--- src/rtl/scalar_mult_seq.sv ---
// Purpose : sequences one Ed25519 scalar multiplication R = m*P over the shared
//           point datapath (LOAD, then DBL/ADD per scalar bit MSB->LSB, INV, NORM).
// Latency : every command costs >= 1 issue cycle + >= 1 wait cycle; a job is
//           1 + 2*SCALAR_W + 2 commands (constant time) or 1 + SCALAR_W + popcount(m) + 2.
// Backpressure: command held (valid/code/keep stable) until i_op_ready; the next
//           command issues only after i_op_done; DONE holds until i_done_ack.
//
// Ports:
//   i_clk, i_rst_n               clock, synchronous active-low reset
//   i_start, i_scalar            job request and scalar m (taken only in IDLE)
//   i_abort                      abandon the current job (any non-IDLE state)
//   o_op_valid/i_op_ready        command handshake; o_op_code, o_op_keep carried with it
//   i_op_done                    one-cycle pulse when the accepted command finishes
//   o_bit_idx                    scalar bit currently being processed
//   o_busy, o_done/i_done_ack    job status and result hand-off
module scalar_mult_seq #(
    parameter int SCALAR_W   = 256,
    parameter bit CONST_TIME = 1'b1
) (
    input  logic                        i_clk,
    input  logic                        i_rst_n,
    input  logic                        i_start,
    input  logic [SCALAR_W-1:0]         i_scalar,
    input  logic                        i_abort,
    output logic                        o_busy,
    output logic                        o_op_valid,
    input  logic                        i_op_ready,
    output logic [2:0]                  o_op_code,
    output logic                        o_op_keep,
    input  logic                        i_op_done,
    output logic [$clog2(SCALAR_W)-1:0] o_bit_idx,
    output logic                        o_done,
    input  logic                        i_done_ack
);

    localparam int IDX_W = $clog2(SCALAR_W);

    typedef enum logic [2:0] {
        ST_IDLE = 3'd0,
        ST_LOAD = 3'd1,
        ST_DBL  = 3'd2,
        ST_ADD  = 3'd3,
        ST_INV  = 3'd4,
        ST_NORM = 3'd5,
        ST_DONE = 3'd6
    } state_t;

    localparam logic [2:0] OP_LOAD = 3'd0;
    localparam logic [2:0] OP_DBL  = 3'd1;
    localparam logic [2:0] OP_ADD  = 3'd2;
    localparam logic [2:0] OP_INV  = 3'd3;
    localparam logic [2:0] OP_NORM = 3'd4;

    state_t                state_q, state_d;
    logic                  wait_q, wait_d;      // 0 = ISSUE phase, 1 = WAIT phase
    logic [IDX_W-1:0]      bit_idx_q, bit_idx_d;
    logic [SCALAR_W-1:0]   scalar_q, scalar_d;

    logic cur_bit;
    logic last_bit;

    assign cur_bit  = scalar_q[bit_idx_q];
    assign last_bit = (bit_idx_q == '0);

    always_ff @(posedge i_clk) begin
        if (!i_rst_n) begin
            state_q   <= ST_IDLE;
            wait_q    <= 1'b0;
            bit_idx_q <= '0;
            scalar_q  <= '0;
        end else begin
            state_q   <= state_d;
            wait_q    <= wait_d;
            bit_idx_q <= bit_idx_d;
            scalar_q  <= scalar_d;
        end
    end

    always_comb begin
        state_d   = state_q;
        wait_d    = wait_q;
        bit_idx_d = bit_idx_q;
        scalar_d  = scalar_q;

        case (state_q)
            ST_IDLE: begin
                if (i_start) begin
                    state_d   = ST_LOAD;
                    wait_d    = 1'b0;
                    scalar_d  = i_scalar;
                    bit_idx_d = IDX_W'(SCALAR_W - 1);
                end
            end
            ST_DONE: begin
                // a start in the ack cycle is deliberately not looked at here
                if (i_done_ack) begin
                    state_d = ST_IDLE;
                end
            end
            default: begin
                if (!wait_q) begin
                    if (i_op_ready) begin
                        wait_d = 1'b1;
                    end
                end else if (i_op_done) begin
                    // done is only meaningful in WAIT; the next ISSUE starts next cycle
                    wait_d = 1'b0;
                    case (state_q)
                        ST_LOAD: state_d = ST_DBL;
                        ST_DBL: begin
                            if (CONST_TIME || cur_bit) begin
                                state_d = ST_ADD;
                            end else if (last_bit) begin
                                state_d = ST_INV;
                            end else begin
                                state_d   = ST_DBL;
                                bit_idx_d = bit_idx_q - 1'b1;
                            end
                        end
                        ST_ADD: begin
                            if (last_bit) begin
                                state_d = ST_INV;
                            end else begin
                                state_d   = ST_DBL;
                                bit_idx_d = bit_idx_q - 1'b1;
                            end
                        end
                        ST_INV:  state_d = ST_NORM;
                        ST_NORM: state_d = ST_DONE;
                        default: state_d = ST_IDLE;
                    endcase
                end
            end
        endcase

        // abort overrides every other transition; a late done then lands in IDLE
        if (i_abort && (state_q != ST_IDLE)) begin
            state_d = ST_IDLE;
            wait_d  = 1'b0;
        end
    end

    always_comb begin
        o_busy     = (state_q != ST_IDLE);
        o_done     = (state_q == ST_DONE);
        o_bit_idx  = bit_idx_q;
        o_op_valid = 1'b0;
        o_op_code  = OP_LOAD;
        o_op_keep  = 1'b0;
        case (state_q)
            ST_LOAD: begin
                o_op_valid = !wait_q;
                o_op_code  = OP_LOAD;
            end
            ST_DBL: begin
                o_op_valid = !wait_q;
                o_op_code  = OP_DBL;
            end
            ST_ADD: begin
                o_op_valid = !wait_q;
                o_op_code  = OP_ADD;
                o_op_keep  = cur_bit;   // 0 = dummy add in constant-time mode
            end
            ST_INV: begin
                o_op_valid = !wait_q;
                o_op_code  = OP_INV;
            end
            ST_NORM: begin
                o_op_valid = !wait_q;
                o_op_code  = OP_NORM;
            end
            default: begin
                o_op_valid = 1'b0;
            end
        endcase
    end

endmodule

--- config.mk ---
export PLATFORM = sky130hd
export DESIGN_NAME = scalar_mult_seq
export DESIGN_NICKNAME = d
export VERILOG_FILES = /design/src/rtl/scalar_mult_seq.sv
export SDC_FILE = /design/constraint.sdc
export NUM_CORES = 1
export LEC_CHECK = 0
export BUFFER_PORTS_ARGS = -buffer_cell sky130_fd_sc_hd__buf_2
export CAP_MARGIN = 20
export CORE_ASPECT_RATIO = 0.75
export CORE_MARGIN = 1.5
export CORE_UTILIZATION = 45
export DETAILED_ROUTE_END_ITERATION = 8
export PLACE_DENSITY_LB_ADDON = 0.3
export SLEW_MARGIN = 10
export SYNTH_ARGS = -nofsm -noshare
export SYNTH_HDL_FRONTEND = slang
export SYNTH_SLANG_ARGS = --single-unit
export TNS_END_PERCENT = 5
--- constraint.sdc ---
create_clock -name i_clk -period 5.4 [get_ports i_clk]
set_input_delay 0.54 -clock i_clk [delete_from_list [all_inputs] [get_ports i_clk]]
set_output_delay 0.54 -clock i_clk [all_outputs]
set_load 0.005 [all_outputs]
## Word-level counts from Yosys, hierarchy flattened

Cells that the tools add are included.

- Flip-flop bits (word level): 268
- Input bits: 263
- Output and inout port bits: 15

- $add $sub $neg: 1
- Magnitude comparators: 1
- Equality and inequality tests: 9
- Multiplexer cells: 23
- Bitwise logic cells: 2
- Reductions and logical operators: 16

Operator list:

| kind | count |
|---|---|
| $mux W8 | 5 |
| $pmux W8 S2 | 1 |
| $mux W3 | 5 |
| $pmux W3 S5 | 1 |
| $pmux W3 S4 | 1 |
| $eq A3 B3 Y1 const B | 3 |
| $lt A8 B9 Y1 const B | 1 |
| $reduce_bool A3 Y1 | 3 |
| $bmux W1 S8 | 1 |
| $logic_not A8 Y1 | 1 |
| $sub A8 B1 Y8 const B | 1 |
| $mux W1 | 7 |
| $eq A3 B2 Y1 const B | 2 |
| $pmux W3 S2 | 1 |
| $reduce_and A6 Y1 | 1 |
| $reduce_bool A2 Y1 | 3 |
| $reduce_or A5 Y1 | 1 |
| $ne A2 B1 Y1 const B | 2 |
| $reduce_and A2 Y1 | 2 |
| $reduce_and A4 Y1 | 1 |
| $eq A3 B1 Y1 const B | 1 |
| $logic_not A3 Y1 | 1 |
| $ne A2 B2 Y1 const B | 1 |
| $not A1 Y1 | 2 |
| 4 further kinds | 4 |

## Logic depth before layout (Yosys ltp)

- Word-level depth: 6
- Gate-level depth with buffers: 12

## Worst setup path before layout

Ideal clock, no wire load.

- Path type: reg2reg
- From: register bit_idx_q[0] (netlist: o_bit_idx[0])
- To: register bit_idx_q[7] (netlist: o_bit_idx[7])
- Arrival: 2.554 ns
- Required time: 5.268 ns
- Path slack: 2.714 ns
- Cell stages (with the launch flop): 13
- Period minus slack after synthesis: 2.686 ns
- Cell sequence: dfxtp_1 buf_6 buf_12 buf_6 buf_4 buf_2 inv_1 ha_1 a311oi_2 and3_1 nor3b_1 xnor2_1 a21oi_1

- Cells in the longest elaborated chain, start to end: 6
- Elaborated cells between the ends (all ways): 9
- Those cells by class: add/sub: 1; eq/ne: 1; mux: 5; reduce/logical: 2

Ends and longest elaborated chain:

| item | line | text |
|---|---|---|
| start: declaration | 56 | `logic [IDX_W-1:0] bit_idx_q, bit_idx_d;` |
| start signal: assignment | 74 | `bit_idx_q <= bit_idx_d;` |
| $sub A8 B1 Y8 | 125 | `bit_idx_d = bit_idx_q - 1'b1;` |
| $mux W8 | 121 | `if (last_bit) begin` |
| $mux W8 | 108 | `case (state_q)` |
| $mux W8 | 105 | `end else if (i_op_done) begin` |
| $mux W8 | 101 | `if (!wait_q) begin` |
| $pmux W8 S2 | 85 | `case (state_q)` |

Parallel ways exist; a longest one is shown, timed or not. The select of a mux whose other input is x is not followed.
A chain may end at the register's enable or synchronous reset.

## Final worst setup path

- From: register bit_idx_q[0] (netlist: o_bit_idx[0])
- To: output o_op_keep

- Cells in the longest elaborated chain, start to end: 3

Ends and longest elaborated chain:

| item | line | text |
|---|---|---|
| $bmux W1 S8 | 62 | `assign cur_bit = scalar_q[bit_idx_q];` |
| $mux W1 (not written as such) | 62 |  |
| $mux W1 | 150 | `case (state_q)` |
| end: declaration | 29 | `output logic o_op_keep,` |

No other way between the ends. The select of a mux whose other input is x is not followed.

==> results.py <==
metrics = {
    "worst_setup_path": {
        "crit_arrival_ns": 3.69,
        "end_kind": "primary output",
        "crit_fanout": 55,
        "crit_start": "o_bit_idx[0]",
        "path_class": "flip-flop to primary output",
        "start_kind": "flip-flop",
        "r2r_start": "o_bit_idx[0]",
        "required_ns": 4.86,
    },
    "global_route": {
        "grt_overflow": 0,
        "grt_max_degree": 134,
        "grt_first_pass_wirelength_um": 51200,
        "antenna_found_initial": 0,
        "grt_use_total": 0.240,
        "grt_pass1_vias": 9770,
    },
    "sta": {
        "fin_tns_setup_ns": 0,
        "fin_hold_ws_ns": 0.235,
        "rsz0062_at_grt": "no",
        "tightest_slew_ns": 1.04,
        "layout_min_cycle_time_ns": 4.23,
        "finalSetupViolCount": 0,
        "fmax_mhz": 237,
        "slew_headroom": 0.300,
        "finalHoldViolations": 0,
        "setup_ws_ns": 1.17,
        "finalCritPeriodShare": 0.783,
        "finalClockSkew_ns": 0.0101,
        "slew_violations": 0,
    },
    "route": {
        "drc": 0,
        "vias_per_cell": 5.39,
        "routed_wirelength_um": 33500,
        "firstDrtPassIters": 5,
        "ant_nets": 0,
        "via_count": 10500,
        "drt_iter0_drc": 855,
        "wire_per_inst_um": 17.3,
    },
    "clock_network": {
        "cts.sink_count": 268,
        "cts_buffers": 27,
        "htree_levels": 1,
        "clkLatencyLatePin_ns": 0.54,
        "tritoncts": "yes",
        "cts_buffer_depth": 3,
        "postCtsSetupBuffers": 0,
        "ctsRootBufferMaster": "clkbuf_16",
        "ctsResizeCount": 0,
        "clkTransAtPathRegs_ns": 0.06,
        "hold_buffers": 0,
    },
    "synth": {
        "synth_area_leaders": "dfxtp_1, nand2_1, a21oi_1",
        "yosys_warnings": 0,
        "syn-instance-count": 1383,
        "syn_area_um2": 11600,
        "async_flop_share": 0,
        "synth_compound_area_frac": 0.149,
        "ys_seq_area_frac": 0.462,
        "synth-simple-area-share": 0.195,
        "yosys-top-cells-count": "nand2_1, a21oi_1, dfxtp_1, clkbuf_1, mux4_2",
        "synthXorXnorAreaFrac": 0.00528,
        "yosys.area.top_type": "dfxtp_1",
        "synth-seq-cells": 268,
        "netlist.area_leader.share": 0.462,
        "synth.most_common_cell": "nand2_1",
        "synthAdderAreaFrac": 0.00215,
        "muxShareOfSynthArea": 0.140,
        "avgSynthCellArea_um2": 8.40,
        "synth_edf_count": 0,
        "yosys.cell_types.count": 52,
        "syn_nets": 1648,
        "synth_top_family_by_area": "simple AND/OR/NAND/NOR gates",
        "ys.flop_type": "dfxtp_1",
    },
    "power_and_ir_drop": {
        "powerDensity_nw_per_um2": 332,
        "peakVddDrop_uv": 245,
        "p_leak_uw": 0.00563,
    },
    "worst_hold_path": {
        "hold_start": "i_scalar[152]",
        "hold_class": "input pin to flip-flop",
    },
    "finish": {
        "stdcell_area_um2": 13900,
        "final_cells": 1940,
        "drive_above_1_share": 0.240,
        "fill_cells": 2362,
        "syn2layout_area_growth_pct": 19.3,
        "num_antenna_cells": 0,
        "final_nets": 1850,
    },
    "floorplan": {
        "die-area_um2": 26800,
        "ios": 278,
        "rows": 50,
        "fp.dieH_um": 142,
        "core-area_um2": 25100,
        "start_util": 0.462,
        "dieWidth_um": 189,
    },
    "placed_design": {
        "io_buffers": 277,
        "place_area_um2": 13000,
        "pre_cts_slack_ns": 1.75,
        "place_hpwl_um": 23200,
        "gp_congestion": 0.845,
        "dpl.cell_count": 1894,
    },
    "outcome": {
        "status": "finished clean",
    },
    "run": {
        "maxCapViolCount": 0,
    },
}
-- critical path: stages, from the launching register on --
cell	delay, ns
dfxtp_4	1.00
mux2i_1	0.23
a221oi_2	0.35
a221oi_1	0.12
a211o_1	0.44
a32o_1	0.28
a2111oi_2	0.52
buf_2	0.21
-- state kept, by name (all words and copies together), names as in the netlist --
register and count:
state_q 3, wait_q 1, o_bit_idx 8, scalar_q 256
-- final timing paths --
kind	cells after the start	endpoint	slack, ns
hold / removal	3	scalar_q[152]	0.23
setup reg to reg	7	o_bit_idx[7]	2.32
hold reg to reg	2	scalar_q[39]	0.45
setup / recovery	7	o_op_keep	1.17
-- final cells by class --
| cell class | instances | area, µm² | area share |
|---|---|---|---|
| inverter | 10 | 45.0 | 0.00325 |
| multi-input combinational | 992 | 5730 | 0.413 |
| tap | 338 | 423 | 0.0305 |
| clock buffer | 33 | 738 | 0.0533 |
| timing repair buffer | 286 | 1480 | 0.107 |
| sequential | 268 | 5370 | 0.388 |
| clock inverter | 13 | 78.8 | 0.00569 |
-- layer usage --
layer  vias up  GRT usage  wire [µm]
met5         -          0          0
met4         0     0.0622        809
met3        50     0.0503       2460
met2       393      0.371      14600
met1      4911      0.342      15600
li1       5107          -          -
-- where the power goes --
group | leakage, µW | switching (µW) | total, µW | internal [µW]
registers | 0.00220 | 123 | 2230 | 2100
clock network | 0.000409 | 784 | 1750 | 969
logic | 0.00302 | 344 | 623 | 279
total | 0.00563 | 1250 | 4600 | 3350
-- metrics by stage --
step	util	total power [µW]
finish	0.551	4600
global route	0.551	4780
CTS	0.551	4630
detailed placement	0.519	2890
global placement	0.519	2870
floorplan	-	2640
-- placed cells by master (no fill, tap or decap), types with 2 or more instances in the layout --
cell and count:
clkinvlp_4 2, and3_1 3, mux2i_1 25, xor2_1 3, mux4_1 16, clkbuf_1 2
a21oi_1 271, nand4_1 3, nand3_1 12, or3_1 2, buf_2 277, buf_12 2
a211o_1 2, dfxtp_4 2, nor3b_1 2, inv_1 8, nand2_1 524, ha_1 2
nor3_1 3, dfxtp_1 266, o21ai_0 12, a221oi_1 4, a211oi_1 6, a22o_1 2
xnor2_1 4, a22oi_1 8, clkbuf_16 27, mux2_2 5, buf_4 7, nor2_1 10
clkinv_2 8, and2_1 3, a31oi_1 3, nand3b_1 2, mux4_2 40, clkbuf_8 4
nor2b_1 6
-- logic make-up after synthesis --
group           Yosys count
compound gates          320
xor+xnor                  7
fa+ha+maj                 2
buf+inv                 123
flops                   268
mux                      86
simple gates            577
Power figures use the tool's default switching activity.
